--- src/rtl/gf180mcu_osu_sc_12t_clkdiv_if.sv ---
// ----------------------------------------------------------------------------
// gf180mcu_osu_sc_12t_clkdiv_if
// Control/status bundle for the programmable clock divider.
//   EN   : run request (may be asynchronous to CLK)
//   DIV  : ratio select, R = DIV + 2
//   Y    : divided clock (registered)
//   BUSY : divider is running
//   TICK : one-cycle pulse at each Y rise (only with GF180MCU_OSU_SC_CLKDIV_TICK_EN)
// master = ratio/enable source, slave = divider.
// ----------------------------------------------------------------------------
interface gf180mcu_osu_sc_12t_clkdiv_if #(
    parameter int unsigned WIDTH = 4
);
    logic             EN;
    logic [WIDTH-1:0] DIV;
    logic             Y;
    logic             BUSY;
`ifdef GF180MCU_OSU_SC_CLKDIV_TICK_EN
    logic             TICK;

    modport master (output EN, output DIV, input Y, input BUSY, input TICK);
    modport slave  (input EN, input DIV, output Y, output BUSY, output TICK);
`else
    modport master (output EN, output DIV, input Y, input BUSY);
    modport slave  (input EN, input DIV, output Y, output BUSY);
`endif
endinterface

--- src/rtl/gf180mcu_osu_sc_12t_clkdiv.sv ---
// ----------------------------------------------------------------------------
// gf180mcu_osu_sc_12t_clkdiv
// Glitch-free programmable clock divider. Y = CLK / (DIV + 2), high for
// floor(R/2) cycles, low for the rest. Start, stop and ratio changes are
// applied only on output-period boundaries, so Y never emits a runt pulse
// (except on asynchronous reset).
// Ports:
//   CLK : root clock, all flops on posedge
//   RN  : asynchronous active-low reset
//   bus : slave modport carrying EN, DIV, Y, BUSY (and TICK)
// Optional feature macro: GF180MCU_OSU_SC_CLKDIV_TICK_EN adds the TICK flop.
// ----------------------------------------------------------------------------
module gf180mcu_osu_sc_12t_clkdiv #(
    parameter int unsigned WIDTH = 4
) (
    input  logic                         CLK,
    input  logic                         RN,
    gf180mcu_osu_sc_12t_clkdiv_if.slave  bus
);

    // One extra bit so DIV = all-ones plus 2 does not wrap.
    localparam int unsigned CW = WIDTH + 1;

    typedef enum logic {
        IDLE = 1'b0,
        RUN  = 1'b1
    } state_t;

    state_t          state_q, state_d;
    logic            sync1_q;
    logic            en_s;
    logic [CW-1:0]   cnt_q, cnt_d;
    logic [CW-1:0]   r_act_q, r_act_d;
    logic [CW-1:0]   h;
    logic [CW-1:0]   cnt_inc;
    logic [CW-1:0]   r_last;
    logic            y_q, y_d;
    logic            busy_q, busy_d;
`ifdef GF180MCU_OSU_SC_CLKDIV_TICK_EN
    logic            tick_q, tick_d;
`endif

    // Two-flop synchronizer for the asynchronous run request.
    always_ff @(posedge CLK or negedge RN) begin
        if (!RN) begin
            sync1_q <= 1'b0;
            en_s    <= 1'b0;
        end else begin
            sync1_q <= bus.EN;
            en_s    <= sync1_q;
        end
    end

    assign h       = r_act_q >> 1;
    assign cnt_inc = cnt_q + CW'(1);
    assign r_last  = r_act_q - CW'(1);

    // State and output registers.
    always_ff @(posedge CLK or negedge RN) begin
        if (!RN) begin
            state_q <= IDLE;
            cnt_q   <= '0;
            r_act_q <= CW'(2);
            y_q     <= 1'b0;
            busy_q  <= 1'b0;
`ifdef GF180MCU_OSU_SC_CLKDIV_TICK_EN
            tick_q  <= 1'b0;
`endif
        end else begin
            state_q <= state_d;
            cnt_q   <= cnt_d;
            r_act_q <= r_act_d;
            y_q     <= y_d;
            busy_q  <= busy_d;
`ifdef GF180MCU_OSU_SC_CLKDIV_TICK_EN
            tick_q  <= tick_d;
`endif
        end
    end

    // Next-state: the enable and ratio are only looked at on period boundaries.
    always_comb begin
        state_d = state_q;
        cnt_d   = cnt_q;
        r_act_d = r_act_q;
        y_d     = 1'b0;
        busy_d  = 1'b0;
`ifdef GF180MCU_OSU_SC_CLKDIV_TICK_EN
        tick_d  = 1'b0;
`endif
        case (state_q)
            IDLE: begin
                if (en_s) begin
                    state_d = RUN;
                    cnt_d   = '0;
                    r_act_d = CW'(bus.DIV) + CW'(2);
                    y_d     = 1'b1;
`ifdef GF180MCU_OSU_SC_CLKDIV_TICK_EN
                    tick_d  = 1'b1;
`endif
                end
            end
            RUN: begin
                if (cnt_q != r_last) begin
                    cnt_d = cnt_inc;
                    y_d   = (cnt_inc < h);
                end else if (en_s) begin
                    cnt_d   = '0;
                    r_act_d = CW'(bus.DIV) + CW'(2);
                    y_d     = 1'b1;
`ifdef GF180MCU_OSU_SC_CLKDIV_TICK_EN
                    tick_d  = 1'b1;
`endif
                end else begin
                    state_d = IDLE;
                    cnt_d   = '0;
                end
            end
            default: begin
                state_d = IDLE;
                cnt_d   = '0;
            end
        endcase
        busy_d = (state_d == RUN);
    end

    assign bus.Y    = y_q;
    assign bus.BUSY = busy_q;
`ifdef GF180MCU_OSU_SC_CLKDIV_TICK_EN
    assign bus.TICK = tick_q;
`endif

endmodule
--- src/flat_wrapper.sv ---
// flat-port wrapper written by rule: the top's interface ports become plain ports
module gf180mcu_osu_sc_12t_clkdiv_flat 
#(
    parameter int unsigned WIDTH = 4
)
  (CLK, RN, bus_EN, bus_DIV, bus_Y, bus_BUSY);
  gf180mcu_osu_sc_12t_clkdiv_if #(.WIDTH(WIDTH)) bus_i ();
  input  logic CLK;
  input  logic RN;
  input wire logic [$bits(bus_i.EN)-1:0] bus_EN;
  input wire logic [$bits(bus_i.DIV)-1:0] bus_DIV;
  output wire logic [$bits(bus_i.Y)-1:0] bus_Y;
  output wire logic [$bits(bus_i.BUSY)-1:0] bus_BUSY;
  assign bus_i.EN = bus_EN;
  assign bus_i.DIV = bus_DIV;
  assign bus_Y = bus_i.Y;
  assign bus_BUSY = bus_i.BUSY;
  gf180mcu_osu_sc_12t_clkdiv #(.WIDTH(WIDTH)) u_core (.CLK(CLK), .RN(RN), .bus(bus_i));
endmodule
--- config.mk ---
export PLATFORM = sky130hd
export DESIGN_NAME = gf180mcu_osu_sc_12t_clkdiv_flat
export DESIGN_NICKNAME = d
export VERILOG_FILES = /design/src/rtl/gf180mcu_osu_sc_12t_clkdiv_if.sv /design/src/rtl/gf180mcu_osu_sc_12t_clkdiv.sv /design/src/flat_wrapper.sv
export SDC_FILE = /design/constraint.sdc
export NUM_CORES = 1
export LEC_CHECK = 0
export BUFFER_PORTS_ARGS = -buffer_cell sky130_fd_sc_hd__buf_2
export CAP_MARGIN = 20
export CELL_PAD_IN_SITES_DETAIL_PLACEMENT = 1
export CELL_PAD_IN_SITES_GLOBAL_PLACEMENT = 2
export CORE_MARGIN = 2
export CORE_UTILIZATION = 37
export CTS_CLUSTER_SIZE = 30
export DETAILED_ROUTE_END_ITERATION = 10
export PLACE_DENSITY = 0.78
export REMOVE_ABC_BUFFERS = 1
export SYNTH_ARGS = -nofsm -noshare
export SYNTH_HDL_FRONTEND = slang
export SYNTH_SLANG_ARGS = --single-unit
--- constraint.sdc ---
create_clock -name CLK -period 3 [get_ports CLK]
set_clock_uncertainty 0.15 [all_clocks]
set_input_delay 0.9 -clock CLK [delete_from_list [all_inputs] [get_ports CLK]]
set_output_delay 0.9 -clock CLK [all_outputs]
set_load 0.01 [all_outputs]
Word-level counts from Yosys, hierarchy flattened
Index checks and enable logic that the tools add are counted.
- $add $sub $neg: 3
- multipliers: 0
- divide/modulo/power cells: 0
- $lt $le $gt $ge: 1
- equal/unequal tests: 3
- shift operators: 0
- multiplexer cells: 11
- bitwise operators: 1
- reductions and logical operators: 0
- operator list (cell ; count):
    $mux 5 ; 4
    $pmux 5 s2 ; 2
    $add 4x2->5 const B ; 1
    $add 5x1->5 const B ; 1
    $lt 5x4->1 ; 1
    $ne 5x5->1 ; 1
    $sub 5x1->5 const B ; 1
    $pmux 1 s2 ; 2
    $mux 1 ; 3
    $ne 2x1->1 const B ; 1
    $ne 2x2->1 const B ; 1
    $not 1->1 ; 1
- register bits after elaboration: 14
- bits in latches: 0
- memory bits (writable): 0
- memory bits (read-only): 0
- input port bits: 7
- output and inout port bits: 2
- logic and storage cells: 25
- memories: 0

Logic depth before layout (Yosys ltp)
Gate-level depths: netlist of run 1.
- depth after elaboration: 4
- depth in mapped cells: 7
- gate-level depth less buffers: 7

Least setup slack after synthesis of run 1
No wires, ideal clock.
- path type: reg-to-reg
- from: register u_core.r_act_q[1]
- to: register u_core.r_act_q[2]
- data arrival time: 2.017 ns
- data required time: 2.725 ns
- setup slack: 0.708 ns
- cell stages (with the launch flop): 8
- clock period less this slack: 2.292 ns
- cells stage by stage: dfstp_2 inv_1 ha_1 xnor2_1 a211oi_2 o311ai_4 a21boi_4 mux2_4
- longest elaborated chain between the ends: 3
- RTL lines (what ; line ; text):
    start, declared ; gf180mcu_osu_sc_12t_clkdiv.sv:33 ; logic [CW-1:0] r_act_q, r_act_d;
    start signal, assigned ; gf180mcu_osu_sc_12t_clkdiv.sv:72 ; r_act_q <= r_act_d;
    $sub 5x1->5 ; gf180mcu_osu_sc_12t_clkdiv.sv:56 ; assign r_last = r_act_q - CW'(1);
    $ne 5x5->1 ; gf180mcu_osu_sc_12t_clkdiv.sv:104 ; if (cnt_q != r_last) begin
    $ne 2x2->1 (no line) ; n/a ;
No other way between the ends.
A chain may end at the register's enable or synchronous reset.

Final worst setup path of run 1
Ends and elaborated chain as after synthesis.

==> results of run 1 <==
worst max-delay path: stages, from the launching register on:
cell and delay (ns):
dfstp_2 0.55, inv_1 0.06, ha_1 0.22, or2b_1 0.23
a21boi_1 0.24, o311ai_4 0.21, a21boi_4 0.34, mux2_4 0.33
registers in the layout (all words and copies together) (netlist names):
| signal | count |
|---|---|
| u_core.state_q | 1 |
| u_core.en_s | 1 |
| u_core.bus.Y | 1 |
| u_core.cnt_q | 5 |
| u_core.sync1_q | 1 |
| u_core.r_act_q | 5 |
cell type report:
type / count / share of cell area, %
sequential: 14 / 37.2
tap: 28 / 3.70
multi-input combinational: 50 / 48.7
clock buffer: 4 / 3.84
inverter: 6 / 2.38
timing repair buffer: 8 / 4.23
synthesized netlist by cell type, drive strengths merged:
cell type   n  area (µm²)
a21oi       1        5.00
mux2i       4        40.0
o21ai       2        10.0
a41o        1        10.0
nor2b       1        6.26
nand3b      1        7.51
clkbuf      1        3.75
nor3        1        5.00
dfrtp      13         325
xnor2       6        60.1
dfstp       1        26.3
mux2        2        30.0
xor2        4        42.6
o311ai      1        26.3
or2b        1        7.51
nand2       3        11.3
nor2        3        11.3
ha          6        75.1
buf         1        7.51
inv         6        22.5
nand4bb     1        11.3
nand2b      1        6.26
nand3       4        20.0
a21boi      2        26.3
a211oi      1        12.5
a32o        3        30.0
a31oi       1        6.26
logic make-up after synthesis:
kind of cell	Yosys count
DFF	14
xor gates and xnor gates	10
AOI/OAI and AO/OA	12
muxes	6
buffers and inverters	8
adders and majority gates	6
and+or+nand+nor	16
stage by stage:
step | power, µW | setup WS, ns | utilization, % | instances
2_1_floorplan | 917 | 0.708 | - | 70
3_3_place_gp | 1050 | 0.624 | 41.5 | 106
3_5_place_dp | 1060 | 0.585 | 41.5 | 106
4_1_cts | 1210 | 0.573 | 43.2 | 110
5_1_grt | 1310 | 0.448 | 43.2 | 110
6_report | 1190 | 0.571 | 43.2 | 110
metal layers:
layer / share of wire (%) / vias to the layer above
met4: 1.1 / 0
li1: - / 273
met5: 0 / -
met2: 46 / 5
met1: 52 / 262
met3: 1.5 / 2
report_power, final:
| group | total [µW] | internal, µW | switching [µW] |
|---|---|---|---|
| combinational | 650 | 339 | 311 |
| clock | 136 | 73.9 | 62.0 |
| sequential | 400 | 280 | 120 |
worst paths after layout:
kind / to / depth (start not counted)
setup / recovery: u_core.r_act_q[2] / 7
hold / removal: u_core.en_s / 0
setup reg to reg: u_core.r_act_q[2] / 7
hold reg to reg: u_core.en_s / 0
max in group asynchronous: u_core.r_act_q[1] / 1
min in group asynchronous: u_core.r_act_q[0] / 1
==> summary.txt, run 1 <==
Clock network
  • CTS tree: done
  • Root Buffer: clkbuf_4
  • Post-CTS sizing: 0
  • Clock transition at path regs: 0.08 ns
  • CTS buffer count: 3
  • Setup bufs post-CTS: 0
  • CTS sink count: 14
  • Clock Path Buffers: 2
  • Worst-Skew Late Latency: around 0.28 ns
  • H-tree level count: 1
  • CTS Hold Buffers Added: 0

Job
  • MaxCap Viol Count: 0

Outcome
  • Status: completed

Setup path
  • Crit path capture type: flip-flop
  • CP Launch Point: u_core.r_act_q[1]
  • Critical path type: reg -> reg
  • RR Startpoint: u_core.r_act_q[1]
  • Worst Path Arrival: 2.45 ns
  • Critical path launch point type: flip-flop
  • Critical Path RT: 3.02 ns
  • Worst Path Max Fanout: 8
  • Worst R2R Setup Slack: 0.57 ns

GRT
  • Busiest grt layer: met2
  • Initial antenna violation count: 0
  • Gr usage total: 14.6%
  • Global-route track usage on met2: 22.2%
  • Routing usage on met3: 1.72%
  • First-pass GRT wire length: roughly 2800 µm
  • Pin count of the biggest net entering global routing: 15
  • GR Layer Usage met1: about a fifth
  • Global route total overflow: 0
  • Number of global-route vias before repair: 600

Timing
  • Slew Viols, Final: 0
  • Final Hold Viols: 0
  • Crit share post-route: 81.0%
  • RSZ-0062 raised after global routing: no
  • Post-route setup TNS: 0 ns
  • Final setup viols: 0
  • Worst Hold Margin: about 0.21 ns
  • Tmin final: 2.43 ns
  • Rel. slew slack: 66.3%
  • Worst slew pin tran: slightly above 0.5 ns
  • Fmax: 412 MHz

Synth
  • Cells after synthesis: 72
  • Multiplexer share of the synthesized area: 8.28%
  • Synth Area in Adders: 8.88%
  • Sequential-to-total area share from yosys stat: 41.6%
  • Synth Area in XOR/XNOR: 12.1%
  • Largest family of logic cells by synthesized area: compound AO/OA/AOI/OAI gates
  • Simple-Gate Fraction of Synth Area: 10.2%
  • Synthesized cell area: 846 µm²
  • Netlist cell types: 31
  • Flops & latches, synth: 14
  • Syn Area/Cell: 11.7 µm²
  • YS warnings: 0
  • Post-synthesis compound-gate area fraction: around 15%

Final layout
  • Layout cells sized above 1: 24.4%
  • Multi-input logic area: 460 µm²
  • Nets: 96
  • Ant. Diodes: 0
  • Final instance area: ~950 µm²
  • FF/Latch Area: 352 µm²
  • Area grow syn2layout: 11.8%
  • Commonest non-fill, non-tap cell in the layout: dfrtp_1
  • Most frequent cells in the layout: dfrtp_1, buf_2, inv_1, ha_1, xnor2_1
  • Filler cells: 246

Worst hold path
  • HP Start: u_core.sync1_q
  • Hold Crit Class: reg -> reg

Floorplanning
  • Initial Util: 38.6%
  • I/O pin cnt: 9
  • Die Span X: around 52 µm
  • Core Area: 0.00219 mm²
  • Die Ht: ~52 µm
  • Core Rows: 17
  • Die footprint: 0.00268 mm²

Power
  • Power density over the cells: about 1300 mW/mm²
  • Leak: 0.000417 µW
  • Maximum vdd drop: 0.470 mV

Drt
  • Iter 0 DRT Violations: 6
  • Vias per cell: a little under 5
  • Via count: 542
  • WL/cell: 14.0 µm
  • First-pass DRT Iterations: 4
  • Routed wire length: between 1500 and 2000 µm
  • Post-route DRC: 0
  • Final ANT Viol Nets: 0

Placement
  • Post-DP Area: ~900 µm²
  • PortBufs: 8
  • Post-detail-place hpwl: 1200 µm
  • Routability cong.: 0.777
No activity file was read; power rests on OpenSTA's default activity.
==> inputs of run 2 (changes only) <==
--- a/config.mk
+++ b/config.mk
@@ -10,10 +10,10 @@
 export CELL_PAD_IN_SITES_DETAIL_PLACEMENT = 1
 export CELL_PAD_IN_SITES_GLOBAL_PLACEMENT = 2
 export CORE_MARGIN = 2
-export CORE_UTILIZATION = 37
+export CORE_UTILIZATION = 34
 export CTS_CLUSTER_SIZE = 30
 export DETAILED_ROUTE_END_ITERATION = 10
-export PLACE_DENSITY = 0.78
+export PLACE_DENSITY = 0.76
 export REMOVE_ABC_BUFFERS = 1
 export SYNTH_ARGS = -nofsm -noshare
 export SYNTH_HDL_FRONTEND = slang
==> constraint.sdc (replaced) <==
create_clock -name CLK -period 2 [get_ports CLK]
set_clock_uncertainty 0.15 [all_clocks]
set_input_delay 0.6 -clock CLK [delete_from_list [all_inputs] [get_ports CLK]]
set_output_delay 0.6 -clock CLK [all_outputs]
set_load 0.01 [all_outputs]
==> run 2 against run 1 <==
The run now ends with negative setup slack left. Cell area is 14% higher. Via count is 17% higher. Final cell count is 14% higher. Utilization is 1.6 points higher. Flip-flop and latch count stayed put. Non-clock buffer count is 13 higher. Register-to-register slack worse by 0.81 ns. Total power is 75% higher. Critical path depth is 1 higher. Fmax is 8.7% higher. Largest cell class unchanged.
==> summary.txt, run 2 (synthesized netlist as in run 1, its figures left out) <==
Power
  • Sequential fraction of design power: 28.3% (-5.4 points)
  • Sw Ratio: 40.5% (-1.1 points)
  • Gate power share: 61.6% (+6.8 points)
  • Power density over the cells: 1920 mW/mm² (+53%)
  • Internal power: 1230 µW (+78%)
  • Net Sw Power: 838 µW (+70%)
  • Maximum vdd drop: 0.848 mV (+80%)
  • Clock share of power: 10.1% (-1.4 points)
  • Leak: 0.000484 µW (+16%)

Setup path
  • R2R cell count: 8 (+1)
  • CP Launch Point: u_core.r_act_q[1]
  • Critical path launch point type: flip-flop
  • Critical Path RT: 2.04 ns (-0.98 ns)
  • RR Startpoint: u_core.r_act_q[1]
  • Critical path type: reg -> reg
  • Worst Path Arrival: 2.28 ns (-0.17 ns)
  • Worst Path Max Fanout: 4 (-4)
  • Worst R2R Setup Slack: -0.24 ns (-0.81 ns)
  • Crit path capture type: flip-flop
  • Setup crit end: u_core.r_act_q[0]
  • Worst r2r dst: u_core.r_act_q[0]

GRT
  • First-pass GRT wire length: 3170 µm (+12%)
  • Gr usage total: 16.4% (+1.8 points)
  • Number of global-route vias before repair: 672 (+12%)
  • Global route total overflow: 0 (unchanged)
  • Initial antenna violation count: 0 (unchanged)
  • Pin count of the biggest net entering global routing: 15 (unchanged)

Drt
  • Iter 0 DRT Violations: 4 (-2)
  • Via count: 634 (+17%)
  • First-pass DRT Iterations: 4 (unchanged)
  • Post-route DRC: 0 (unchanged)
  • WL/cell: 15.1 µm (+7.5%)
  • Routed wire length: 1880 µm (+22%)
  • Final ANT Viol Nets: 0 (unchanged)
  • Vias per cell: 5.07 (+2.9%)

Clock network
  • Worst-Skew Late Latency: 0.30 ns (+0.02 ns)
  • CTS buffer count: 3 (unchanged)
  • Clock transition at path regs: 0.09 ns (about the same)
  • Root Buffer: clkbuf_4
  • CTS sink count: 14 (unchanged)
  • CTS tree: done
  • Clock Path Buffers: 2 (unchanged)
  • H-tree level count: 1 (unchanged)

Final layout
  • Nets: 109 (+14%)
  • Top Registers: u_core.cnt_q x5, u_core.r_act_q x5
  • Area grow syn2layout: 27.7%
  • Layout cells sized above 1: 40.0% (+16 points)
  • Multi-input logic area: 487 µm² (+5.7%)
  • Post-layout util: 44.8% (+1.6 points)
  • Commonest non-fill, non-tap cell in the layout: dfrtp_1
  • Ant. Diodes: 0 (unchanged)
  • Most frequent cells in the layout: dfrtp_1, buf_4, buf_2
  • Filler cells: 262 (+6.5%)
  • FF/Latch Area: 352 µm² (unchanged)

Timing
  • Worst Hold Margin: 0.0356 ns (-0.175 ns)
  • Rel. slew slack: 73.8% (+7.5 points)
  • Crit share post-route: 112% (+31 points)
  • RSZ-0062 raised after global routing: yes
  • Final Hold Viols: 0 (unchanged)
  • Final setup viols: 11 (+11)
  • Tmin final: 2.24 ns (-0.194 ns)
  • Slew Viols, Final: 0 (unchanged)
  • Worst slew pin tran: 0.394 ns (-0.111 ns)
  • Fmax: 447 MHz (+8.7%)
  • Worst setup margin: -0.236 ns (-0.806 ns)

Outcome
  • Status: finished, violations left
  • Failing checks: negative setup slack

Floorplanning
  • I/O pin cnt: 9 (unchanged)
  • Core Area: 0.00241 mm² (+10%)
  • Initial Util: 35.1% (-3.5 points)
  • Die Span X: 53.9 µm (+4.0%)
  • Die footprint: 0.00290 mm² (+8.1%)
  • Core Rows: 18 (+1)
  • Die Ht: 53.9 µm (+4.0%)

Placement
  • PortBufs: 8 (unchanged)
  • Post-detail-place hpwl: 1410 µm (+18%)
  • Routability cong.: 0.779 (+0.18%)

Worst hold path
  • Hold Crit Class: in -> async

Job
  • MaxCap Viol Count: 0 (unchanged)
run 2: cell type report:
cell class | count | area share [%]
inverters | 6 | 2.09
multi-input cells | 50 | 45.1
clock buffers | 4 | 3.36
repair buffers | 21 | 13.4
flip-flops and latches | 14 | 32.6
well taps | 30 | 3.48
run 2: power groups by stage:
stage                     sequential (µW)  clock, µW  combinational, µW
after floorplan                       569          0                807
after CTS                             588        220               1270
final                                 585        209               1280
after global routing                  608        228               1420
after global placement                580          0               1110
after detailed placement              591          0               1160
run 2: metrics by stage:
stage          area (µm²)  worst slack (ns)  setup TNS [ns]  std cells  total power [µW]
2_1_floorplan         835            -0.292           -1.00         70              1380
3_3_place_gp          980            -0.201           -1.44        117              1690
3_5_place_dp          980            -0.318           -2.48        117              1750
4_1_cts              1060            -0.246           -1.54        124              2070
5_1_grt              1080            -0.315           -2.36        125              2260
6_report             1080            -0.236           -1.31        125              2070
run 2: what timing repair did:
action,4_1_cts,5_1_grt
hold buffers,0,0
endpoints found under the setup margin,12,12
pin swaps,6,2
gates resized for setup,7,1
hold endpoints to repair,0,0
setup buffers,5,1
gates cloned,0,0
run 2: worst min path at each step:
| stage | startpoint | to | depth (start not counted) |
|---|---|---|---|
| 2_1_floorplan | RN | u_core.bus.Y | 0 |
| 3_3_place_gp | u_core.sync1_q | u_core.en_s | 0 |
| 3_5_place_dp | u_core.sync1_q | u_core.en_s | 0 |
| 4_1_cts | RN | u_core.cnt_q[2] | 1 |
| 5_1_grt | RN | u_core.cnt_q[2] | 1 |
| 6_report | RN | u_core.cnt_q[2] | 1 |
run 2: layer usage:
layer | share of wire [%] | routed length [µm] | track usage, %
met2 | 51 | 956 | 27.8
met1 | 44 | 832 | 18.6
met3 | 1.6 | 31 | 2.50
met5 | 0 | 0 | 0
met4 | 3.4 | 64 | 11.5
run 2: worst max-delay path: stages (launching register included):
cell and delay (ns):
dfstp_2 0.55, inv_2 0.05, ha_4 0.23, xnor2_1 0.13, a211oi_2 0.22, o311ai_4 0.17
a21boi_4 0.20, buf_4 0.14, mux2_4 0.28
==> inputs of run 3 (changes only) <==
--- a/config.mk
+++ b/config.mk
@@ -5,15 +5,17 @@
 export SDC_FILE = /design/constraint.sdc
 export NUM_CORES = 1
 export LEC_CHECK = 0
+export ABC_AREA = 1
+export ABC_CLOCK_PERIOD_IN_PS = 2000
 export BUFFER_PORTS_ARGS = -buffer_cell sky130_fd_sc_hd__buf_2
 export CAP_MARGIN = 20
 export CELL_PAD_IN_SITES_DETAIL_PLACEMENT = 1
 export CELL_PAD_IN_SITES_GLOBAL_PLACEMENT = 2
 export CORE_MARGIN = 2
-export CORE_UTILIZATION = 34
+export CORE_UTILIZATION = 29
 export CTS_CLUSTER_SIZE = 30
 export DETAILED_ROUTE_END_ITERATION = 10
-export PLACE_DENSITY = 0.76
+export PLACE_DENSITY = 0.75
 export REMOVE_ABC_BUFFERS = 1
 export SYNTH_ARGS = -nofsm -noshare
 export SYNTH_HDL_FRONTEND = slang
==> run 3 against run 2 <==
The run now ends clean. Clock power shrank 5%. Wire length up 1.9%. Count of clock-buffer cells in the layout stayed put. Register-to-register slack gained 0.32 ns. Via count up 22%. Flip-flop and latch count unchanged. First-iteration DRC count grew to 2.8 times the previous value. Highest routed layer unchanged. Sequential share of layout area rose by 0.58 points. Total power down 7.5%. Sequential power shrank 7.5%.
==> summary.txt, run 3 <==
Timing
  • Fmax: 522 MHz (+17%)
  • Slew Viols, Final: 0 (unchanged)
  • RSZ-0062 raised after global routing: yes
  • Worst slew pin tran: 0.394 ns (+0.000232 ns)
  • Final Hold Viols: 0 (unchanged)
  • Tmin final: 1.92 ns (-0.320 ns)
  • Final setup viols: 0 (-11)
  • Crit share post-route: 95.8% (-16 points)
  • Rel. slew slack: 73.7% (about the same)

Clock network
  • Clock transition at path regs: 0.08 ns (about the same)
  • CTS Hold Buffers Added: 0 (unchanged)
  • Clock Path Buffers: 2 (unchanged)
  • CTS buffer count: 3 (unchanged)
  • Root Buffer: clkbuf_4
  • H-tree level count: 1 (unchanged)
  • CTS sink count: 14 (unchanged)
  • Worst-Skew Late Latency: 0.27 ns (-0.03 ns)
  • CTS tree: done

Power
  • Sequential fraction of design power: 28.2% (about the same)
  • Leak: 0.000581 µW (+20%)
  • Gate power share: 61.4% (-0.2 points)
  • Internal power: 1010 µW (-18%)
  • Sw Ratio: 47.2% (+6.7 points)
  • Clock share of power: 10.4% (+0.3 points)
  • Power density over the cells: 1810 mW/mm² (-5.9%)
  • Maximum vdd drop: 0.589 mV (-31%)
  • Net Sw Power: 903 µW (+7.8%)

Final layout
  • Area grow syn2layout: 18.8%
  • Most frequent cells in the layout: nand2_1, inv_1, nand3_1
  • Layout cells sized above 1: 23.4% (-17 points)
  • Multi-input logic area: 483 µm² (-0.77%)
  • Nets: 151 (+39%)
  • Commonest non-fill, non-tap cell in the layout: nand2_1
  • Filler cells: 375 (+43%)
  • FF/Latch Area: 352 µm² (unchanged)
  • Ant. Diodes: 0 (unchanged)
  • Fin cells: 170 (+36%)
  • Top Registers: u_core.cnt_q x5, u_core.r_act_q x5
  • Post-layout util: 35.3% (-9.5 points)

Setup path
  • Critical Path RT: 2.02 ns (-0.02 ns)
  • Crit path capture type: flip-flop
  • Critical path type: reg -> reg
  • Worst Path Max Fanout: 8 (+4)
  • Crit path top cell by count: nand2_1
  • CP cell instances: inv_2, ha_4, inv_2, nand2_1, nand2_1, nor2_1, nand2_1, nor2_2, nand2_4, nand2_8, nand2_4, nand2_1, nand2_1
  • Worst path slowest cell: dfstp_2
  • Worst Path Arrival: 1.93 ns (-0.35 ns)
  • Max incr delay on CP: 0.55 ns (about the same)
  • Critical path launch point type: flip-flop
  • R2R cell count: 13 (+5)

Synth
  • Post-synth top cells: nand2_1, inv_1, nand3_1, dfrtp_1, nor2_1
  • Most numerous cell in the Yosys netlist: nand2_1
  • Syn Area/Cell: 7.38 µm² (-37%)
  • Post-synthesis async set-or-reset flop share: 100% (unchanged)
  • Largest area contributor in the netlist: dfrtp_1
  • Predominant post-synthesis flop cell: dfrtp_1
  • Sequential-to-total area share from yosys stat: 39.4% (-2.2 points)
  • Top-area cell type share of the netlist area: 36.4% (-2.0 points)
  • Netlist cell types: 16 (-48%)
  • Cells after synthesis: 121 (+68%)
  • Synth area leaders: dfrtp_1, nand2_1, ha_1
  • Flops & latches, synth: 14 (unchanged)
  • Post-synth EDFFs: 0 (unchanged)
  • Synthesized cell area: 893 µm² (+5.6%)
  • YS warnings: 0 (unchanged)

Drt
  • Post-route DRC: 0 (unchanged)
  • Iter 0 DRT Violations: 11 (+7)
  • Vias per cell: 4.56 (-10%)
  • WL/cell: 11.3 µm (-25%)
  • Via count: 775 (+22%)
  • First-pass DRT Iterations: 4 (unchanged)
  • Routed wire length: 1920 µm (+1.9%)
  • Final ANT Viol Nets: 0 (unchanged)

GRT
  • Number of global-route vias before repair: 742 (+10%)
  • First-pass GRT wire length: 3230 µm (+2.0%)
  • Global route total overflow: 0 (unchanged)
  • Pin count of the biggest net entering global routing: 15 (unchanged)
  • Gr usage total: 12.4% (-4.0 points)
  • Initial antenna violation count: 0 (unchanged)

Outcome
  • Status: completed

Placement
  • Post-detail-place hpwl: 1610 µm (+14%)
  • PortBufs: 8 (unchanged)
  • Post-placement cell count: 162 (+38%)
  • Routability cong.: 0.778 (about the same)

Floorplanning
  • Die footprint: 0.00354 mm² (+22%)
  • Core Area: 0.00300 mm² (+25%)
  • Die Span X: 59.5 µm (+10%)
  • Die Ht: 59.5 µm (+10%)
  • Core Rows: 20 (+2)
  • I/O pin cnt: 9 (unchanged)
  • Initial Util: 29.8% (-5.3 points)

Worst hold path
  • Hold Crit Class: in -> async

Job
  • MaxCap Viol Count: 0 (unchanged)
-- run 3: cell count changes in the layout (fill, tap and decap cells not counted), sizes merged, moves of 4 or more --
cell   delta
nand2    +44
inv      +13
nand3    +11
buf       -8
nor2      +7
xnor2     -6
mux2i     -4
-- run 3: logic make-up after synthesis --
family | after synthesis | synth area share (%)
fa+ha+maj | 6 | 8.40
simple gates | 72 | 37.0
compound gates | 5 | 2.80
buf+inv | 20 | 8.54
xor+xnor | 4 | 3.92
flops | 14 | 39.4
-- run 3: per-layer routing --
layer | wire length, µm | share of wire, % | global-route usage (%) | vias up
met1 | 937 | 49 | 16.4 | 360
met4 | 12 | 0.63 | 4.76 | 0
li1 | - | - | - | 404
met2 | 919 | 48 | 19.8 | 9
met3 | 51 | 2.7 | 2.62 | 2
met5 | 0 | 0 | 0 | -
-- run 3: final timing paths --
path                                         from           endpoint  slack (ns)
worst min register to register     u_core.sync1_q        u_core.en_s        0.21
worst min-delay path                           RN     u_core.state_q        0.05
max in group asynchronous                      RN  u_core.r_act_q[1]        1.36
worst max-delay path            u_core.r_act_q[1]  u_core.r_act_q[2]        0.08
worst max register to register  u_core.r_act_q[1]  u_core.r_act_q[2]        0.08
min in group CLK                   u_core.sync1_q        u_core.en_s        0.21
-- run 3: area by class of cell --
| cell class | count | area share [%] |
|---|---|---|
| inverters | 19 | 6.72 |
| well taps | 33 | 3.89 |
| flip-flops and latches | 14 | 33.1 |
| clock buffers | 4 | 3.42 |
| repair buffers | 13 | 7.31 |
| multi-input cells | 87 | 45.5 |
-- run 3: timing repair --
item                       in CTS  in global routing
buffers inserted                0                  4
setup endpoints to repair       0                  6
gates resized for setup         0                  8
-- run 3: power by group through the flow --
stage	Clock, µW	Combinational (µW)	Sequential [µW]
floorplan	0	810	532
global placement	0	1070	547
detailed placement	0	1090	548
CTS	208	1090	542
global route	224	1370	567
finish	199	1180	541
-- run 3: worst max-delay path: cells and delay by family (launching register included) --
kind,cells,cell delay (ns)
adder cells (fa/ha/maj),1,0.26
buffers and inverters,2,0.08
flip-flops,1,0.55
AND/OR/NAND/NOR,10,0.76
-- run 3: stage by stage --
step                hold slack (ns)  area [µm²]  worst slack, ns  setup TNS [ns]  total power, µW
floorplan                     0.154         888            0.204               0             1340
global placement              0.194         977            0.100               0             1620
detailed placement            0.195         977           0.0421               0             1630
CTS                          0.0534        1010           0.0242               0             1840
global route                 0.0462        1060          -0.0670          -0.273             2160
finish                       0.0518        1060           0.0839               0             1920
